**src/rtl/wifi_cmd_scheduler.sv**
```systemverilog
// Command FIFO and sequencer feeding the WiFi UART sender: drains (comando, datos)
// pairs one at a time using start/bussy as a handshake, with a transfer timeout.
//
// state | meaning
// IDLE  | waiting for a queued entry and a free sender; pops on exit
// LOAD  | bytes presented, start held low for one cycle
// REQ   | start high until the sender reports bussy
// RUN   | sender busy, waiting for bussy to fall
module wifi_cmd_scheduler #(
    parameter int DEPTH   = 8,
    parameter int ADDR_W  = 3,
    parameter int TIMEOUT = 50000
) (
    input  logic              clk,
    input  logic              rst,
    input  logic              push,
    input  logic [7:0]        cmd_in,
    input  logic [7:0]        data_in,
    input  logic              flush,
    input  logic              clr_err,
    input  logic              bussy,
    output logic [7:0]        comando,
    output logic [7:0]        datos,
    output logic              start,
    output logic              full,
    output logic              empty,
    output logic [ADDR_W:0]   level,
    output logic              idle,
    output logic              err_timeout,
    output logic              err_overflow
);
    typedef enum logic [1:0] {IDLE, LOAD, REQ, RUN} state_t;

    localparam logic [ADDR_W:0] FULL_CNT = (ADDR_W+1)'(DEPTH);
    localparam logic [15:0]     TMO_LAST = 16'(TIMEOUT - 1);

    state_t              state, state_nxt;
    logic [15:0]         mem [DEPTH];
    logic [ADDR_W-1:0]   wr_ptr, rd_ptr;
    logic [ADDR_W:0]     count, count_nxt;
    logic [15:0]         tmo_cnt;
    logic                pop, push_ok, push_drop, in_xfer, tmo_set;

    assign in_xfer   = (state == REQ) || (state == RUN);
    assign tmo_set   = in_xfer && (tmo_cnt == TMO_LAST);
    assign pop       = (state == IDLE) && !empty && !bussy && !flush;
    // A push into a full FIFO only fits when the head leaves on the same edge.
    assign push_ok   = push && !flush && (!full || pop);
    assign push_drop = push && !flush && full && !pop;

    assign level = count;
    assign idle  = (state == IDLE) && empty;

    always_comb begin
        count_nxt = count;
        if (flush)
            count_nxt = '0;
        else if (push_ok && !pop)
            count_nxt = count + (ADDR_W+1)'(1);
        else if (pop && !push_ok)
            count_nxt = count - (ADDR_W+1)'(1);
    end

    always_comb begin
        state_nxt = state;
        start     = 1'b0;
        case (state)
            IDLE: if (pop) state_nxt = LOAD;
            LOAD: state_nxt = REQ;
            REQ: begin
                start = 1'b1;
                if (tmo_set)
                    state_nxt = IDLE;
                else if (bussy)
                    state_nxt = RUN;
            end
            RUN: if (tmo_set || !bussy) state_nxt = IDLE;
            default: state_nxt = IDLE;
        endcase
    end

    always_ff @(posedge clk) begin
        if (push_ok)
            mem[wr_ptr] <= {cmd_in, data_in};
    end

    always_ff @(posedge clk) begin
        if (rst) begin
            state        <= IDLE;
            wr_ptr       <= '0;
            rd_ptr       <= '0;
            count        <= '0;
            full         <= 1'b0;
            empty        <= 1'b1;
            tmo_cnt      <= '0;
            comando      <= '0;
            datos        <= '0;
            err_timeout  <= 1'b0;
            err_overflow <= 1'b0;
        end else begin
            state <= state_nxt;
            count <= count_nxt;
            full  <= (count_nxt == FULL_CNT);
            empty <= (count_nxt == '0);
            if (flush) begin
                wr_ptr <= '0;
                rd_ptr <= '0;
            end else begin
                if (push_ok) wr_ptr <= wr_ptr + ADDR_W'(1);
                if (pop)     rd_ptr <= rd_ptr + ADDR_W'(1);
            end
            if (pop) begin
                comando <= mem[rd_ptr][15:8];
                datos   <= mem[rd_ptr][7:0];
            end
            tmo_cnt      <= in_xfer ? tmo_cnt + 16'd1 : 16'd0;
            // Set beats clear when both happen on the same edge.
            err_timeout  <= tmo_set   | (err_timeout  & ~clr_err);
            err_overflow <= push_drop | (err_overflow & ~clr_err);
        end
    end
endmodule
```
**config.mk**
```make
export PLATFORM = sky130hd
export DESIGN_NAME = wifi_cmd_scheduler
export DESIGN_NICKNAME = d
export VERILOG_FILES = /design/src/rtl/wifi_cmd_scheduler.sv
export SDC_FILE = /design/constraint.sdc
export NUM_CORES = 1
export LEC_CHECK = 0
export ABC_AREA = 1
export BUFFER_PORTS_ARGS = -buffer_cell sky130_fd_sc_hd__buf_2
export CAP_MARGIN = 20
export CORE_MARGIN = 4
export CORE_UTILIZATION = 50
export DETAILED_ROUTE_END_ITERATION = 7
export PLACE_DENSITY = 0.69
export SLEW_MARGIN = 25
export SYNTH_ARGS = -nofsm -noshare
export SYNTH_HDL_FRONTEND = slang
export SYNTH_SLANG_ARGS = --single-unit
```
**constraint.sdc**
```tcl
create_clock -name clk -period 2.1 [get_ports clk]
set_input_delay 0.105 -clock clk [delete_from_list [all_inputs] [get_ports clk]]
set_output_delay 0.105 -clock clk [all_outputs]
set_load 0.01 [all_outputs]
```
==> results of run 1 <==
[metrics by stage]
step	setup WS [ns]	total power, mW	std cells	hold WS (ns)	util [%]
2_1_floorplan	0.0268	4.24	671	0.174	-
3_3_place_gp	0.412	4.42	892	0.372	55.2
3_5_place_dp	0.312	4.44	892	0.381	55.2
4_1_cts	0.296	7.82	936	0.00133	60.6
5_1_grt	0.119	8.03	937	0.00774	60.7
6_report	0.282	7.76	937	0.000378	60.7
[worst paths after layout]
| path | endpoint | cells past startpoint |
|---|---|---|
| max | mem[1][11]$_DFFE_PP_ | 8 |
| min | mem[3][11]$_DFFE_PP_ | 1 |
| max reg2reg | mem[1][11]$_DFFE_PP_ | 8 |
| min reg2reg | tmo_cnt[0]$_SDFF_PP0_ | 1 |
[final cells by class]
| type | count | area, sq um | share of cell area [%] |
|---|---|---|---|
| clock buffer | 17 | 425 | 5.03 |
| clock inverter | 15 | 215 | 2.54 |
| inverter | 41 | 154 | 1.82 |
| multi-input combinational | 423 | 2060 | 24.3 |
| sequential | 176 | 4810 | 56.8 |
| tap | 180 | 225 | 2.66 |
| timing repair buffer | 85 | 578 | 6.83 |
[synthesized netlist by cell type, drive strengths merged]
| cell | n | area, sq um |
|---|---|---|
| nor2 | 142 | 561 |
| edfxtp | 128 | 3840 |
| o21ai | 90 | 450 |
| nand2 | 79 | 297 |
| dfxtp | 48 | 961 |
| inv | 40 | 150 |
| o211ai | 32 | 240 |
| a21oi | 30 | 150 |
| nand3 | 19 | 118 |
| buf | 17 | 97.6 |
| clkbuf | 14 | 53.8 |
| nor3 | 8 | 45.0 |
| ha | 5 | 62.6 |
| nand4 | 5 | 31.3 |
| nor3b | 3 | 22.5 |
| xnor2 | 3 | 26.3 |
| xor2 | 2 | 17.5 |
| a211oi | 1 | 7.51 |
| and3 | 1 | 6.26 |
| clkinv | 1 | 3.75 |
| nand3b | 1 | 7.51 |
| nor4 | 1 | 6.26 |
| o21a | 1 | 7.51 |
[cell families after synthesis]
logic type	share of synthesized area, %
AOI/OAI and AO/OA	11.9
xor gates and xnor gates	0.611
adders and majority gates	0.873
buffers and inverters	4.26
DFF	67.1
and+or+nand+nor	15.3
[power by group through the flow]
stage | Clock, mW | Combinational, mW | Sequential (mW)
detailed placement | 0 | 0.523 | 3.91
CTS | 3.44 | 0.542 | 3.84
global route | 3.58 | 0.611 | 3.84
global placement | 0 | 0.510 | 3.91
floorplan | 0 | 0.327 | 3.91
finish | 3.38 | 0.540 | 3.84
[sequential cells by signal, summed over array words and instances, names as in the netlist]
register and flops:
rd_ptr 3, comando 8, state 2, full 1
wr_ptr 3, tmo_cnt 16, level 4, mem 128
empty 1, err_timeout 1, datos 8, err_overflow 1
[metal layers]
metal  global-route usage (%)  share of wire, %
met4                     7.24               1.4
met5                        0                 0
met2                     29.0                47
met3                     4.25               6.4
met1                     25.6                45
==> flow_summary.ini, run 1 <==
[outcome]
status = complete, no violations

[yosys]
syn_area_sq_mm = 0.00717
synth_seq_cells = 176
synthCells = 671
yosys.cell_types.count = 32
yosysWarnings = 0
avgSynthCellArea_sq_um = 10.7
ys_seq_area_share_pct = 67.1
synth_nets = 698

[finish]
drive_above_1_share_pct = 15.6
finalInstanceArea_sq_mm = 0.00846
final_cell_mix = nor2_1 (135), edfxtp_1 (128), o21ai_0 (80), nand2_1 (79), buf_2 (47)
antennaDiodeCount = 0
final_common_cell = nor2_1
fin_nets = 771
fillers = 1080
syn2layout_area_growth_pct = 18.1

[floorplanning]
die_x_microns = 128
start_util_pct = 51.4
core_area_sq_mm = 0.0139
dieArea_sq_mm = 0.0163
die_h_microns = 128
rows = 43
ios = 48

[timing]
fmax_mhz = 550
tns_ns = 0
slew_headroom_pct = 67.7
min_period_over_period_pct = 86.5
clock_skew_ns = 0.00753
drv_slew = 0
setup_viol = 0
fin_crit_ns = 1.82
worst_slew_pin_slew_ns = 0.484
final_hold_viol_count = 0
rsz0062_at_grt = no

[worst_setup_path]
reg2reg_slack_ns = 0.28
worstPathArrival_ns = 1.94
r2r-start = state[1]$_SDFFE_PP0P_
startpoint = state[1]$_SDFFE_PP0P_
critPathMaxFanout = 16
crit_chain = nor2_4 > nand3_4 > nand2_1 > nand2_1 > nor2_1 > inv_1 > nor2_1 > buf_4
worstSetupEndpointType = flip-flop
cp_top_family = simple AND/OR/NAND/NOR gates
crit_buf_inv = 2
slowest_stage = dfxtp_1
worstPathRequired_ns = 2.22
crit_type = reg2reg
critPathMaxStageDelay_ns = 0.35
worst_setup_path_start_kind = flip-flop

[power_and_ir_drop]
internal_power_mw = 6.08
switching_power_mw = 1.68
max-vdd-ir-drop_mv = 0.653
swShare_pct = 21.7
p_leak_nw = 3.05
powerDensity_mw_per_mm2 = 917
pwr-share-clk_pct = 43.6
combinationalPowerShare_pct = 7.0
seq_power_share_pct = 49.5

[grt]
grt_pass1_vias = 4769
grtUsageTotal_pct = 18.6
grt_pass1_wl_microns = 23600
grt_max_degree = 46
gr-total-overflow = 0
antenna_found_initial = 0

[clock_tree]
clock_tree.htree_level_count = 4
cts_buffer_depth = 2
clockRootBuffer = clkbuf_16
clock_sinks = 176
ctsHoldBuffers = 12
numCtsBuffers = 17
clkTransAtPathRegs_ns = 0.06
cts_setup_buffers = 0
post_cts_resized = 0
cts_tree = done
clk_latency_ns = 0.43

[placed_design]
portBuffers = 47
dpl_cell_area_sq_mm = 0.00769
globalplace.congestion = 0.859
dp_hpwl_microns = 9990

[route]
drt-initial-drc-count = 399
drc_errors = 0
ant_nets = 0
drtPass1Iterations = 5
route.vias.total = 5000
wl_per_cell_microns = 15.6
viasPerCell = 5.34
wirelength_microns = 14600

[worst_hold_path]
min_from = cmd_in[3]
hp-class = in2reg

[run]
drv_cap = 0
Note: power is estimated with default switching activity, not from simulation.
==> inputs of run 2 (changes only) <==
CORE_MARGIN = not set   (was 4)
HOLD_SLACK_MARGIN = 0.03   (was not set)
MAX_ROUTING_LAYER = met4   (was not set)
==> flow_summary.ini, run 2 (synthesis results as in run 1) <==
[power_and_ir_drop]
pwr-share-clk_pct = 39.3
internal_power_mw = 5.58
power.total_mw = 7.23
switching_power_mw = 1.65
p_leak_nw = 2.97
swShare_pct = 22.8
combinationalPowerShare_pct = 7.7
seq_power_share_pct = 53.1
powerDensity_mw_per_mm2 = 866
max-vdd-ir-drop_mv = 0.610

[grt]
grt_pass1_wl_microns = 22700
grt_pass1_vias = 4471
gr-total-overflow = 0
grt_max_degree = 67
grtUsageTotal_pct = 21.2
antenna_found_initial = 0

[finish]
antennaDiodeCount = 0
fillers = 1145
final_util_pct = 59.9
final_cell_mix = nor2_1 (135), edfxtp_1 (128), o21ai_0 (80), nand2_1 (79), buf_2 (47)
top_register = mem
finalNonFillerCells = 931
final_common_cell = nor2_1
top_regs = mem x128, tmo_cnt x16
syn2layout_area_growth_pct = 16.5
fin_nets = 768
drive_above_1_share_pct = 14.0
largest_reg_flops = 128

[route]
route.vias.total = 4992
drtPass1Iterations = 5
ant_nets = 0
viasPerCell = 5.36
drc_errors = 0
wl_per_cell_microns = 15.7
drt-initial-drc-count = 486
wirelength_microns = 14600

[timing]
min_period_over_period_pct = 85.5
worst_slew_pin_slew_ns = 0.659
rsz0062_at_grt = no
final_hold_viol_count = 0
worst_slack_ns = 0.304
setup_viol = 0
clock_skew_ns = 0.00938
slew_headroom_pct = 56.0
tns_ns = 0
fmax_mhz = 557
fin_crit_ns = 1.80
drv_slew = 0

[run]
drv_cap = 0

[worst_setup_path]
critPathMaxFanout = 16
worstSetupEndpointType = flip-flop
worstPathArrival_ns = 1.90
worst_setup_path_start_kind = primary input
worstPathRequired_ns = 2.21
crit_type = in2reg

[worst_hold_path]
hp-class = in2reg

[clock_tree]
clock_sinks = 176
cts_buffer_depth = 2
clkTransAtPathRegs_ns = 0.06
clock_tree.htree_level_count = 4
numCtsBuffers = 17
clk_latency_ns = 0.43
post_cts_resized = 0
clockRootBuffer = clkbuf_16
cts_tree = done

[floorplanning]
die_x_microns = 122
ios = 48
dieArea_sq_mm = 0.0148
die_h_microns = 122
rows = 43
core_area_sq_mm = 0.0139
start_util_pct = 51.4

[placed_design]
place_worst_setup_slack_ns = 0.342
globalplace.congestion = 0.877
placed_cells = 884
portBuffers = 47
dp_hpwl_microns = 9500

[outcome]
status = complete, no violations
[run 2: layout make-up]
cell class                      count  area [sq um]  share of cell area [%]
Clock buffer                       19           433                    5.19
Clock inverter                     10          93.8                    1.12
Inverter                           41           154                    1.84
Multi-Input combinational cell    423          2060                    24.6
Sequential cell                   176          4810                    57.6
Tap cell                          180           225                    2.70
Timing Repair Buffer               82           581                    6.95
[run 2: repair_timing]
item | in CTS | in global routing
endpoints found under the hold margin | 131 | 0
buffers inserted | 0 | 0
hold buffers | 18 | 0
[run 2: worst paths after layout]
path	startpoint	endpoint	slack, ns	depth (start not counted)
min	rst	level[1]$_SDFF_PP0_	0.12	2
min reg2reg	tmo_cnt[0]$_SDFF_PP0_	tmo_cnt[0]$_SDFF_PP0_	0.45	1
max reg2reg	state[1]$_SDFFE_PP0P_	mem[5][5]$_DFFE_PP_	0.32	8
max	flush	mem[5][5]$_DFFE_PP_	0.30	10
[run 2: power groups by stage]
stage                     clock (mW)  sequential (mW)  combinational, mW
after floorplan                    0             3.91              0.327
final                           2.84             3.84              0.554
after detailed placement           0             3.91              0.527
after global routing            3.04             3.84              0.618
after CTS                       2.90             3.84              0.556
after global placement             0             3.91              0.506
[run 2: critical path: stages]
cell	delay, ns
dlygate4sd3_1	0.54
buf_2	0.16
nor2_2	0.18
nand3_4	0.09
nand2_1	0.09
nand2_1	0.14
nor2_1	0.13
inv_1	0.11
nor2_1	0.10
buf_4	0.27
[run 2: metrics by stage]
stage / instance area [sq um] / hold slack (ns)
final: 8350 / 0.120
after global routing: 8350 / 0.135
after CTS: 8350 / 0.0998
after detailed placement: 7640 / 0.379
after global placement: 7640 / 0.372
after floorplan: 7170 / 0.174
[run 2: routing by layer]
layer  up-vias  part of all wire (%)  global-route usage (%)
met5         -                     0                       -
met4         0                  0.71                    6.56
met3        10                   5.8                    5.43
met2       154                    46                    31.5
met1      2356                    48                    28.6
li1       2472                     -                       -
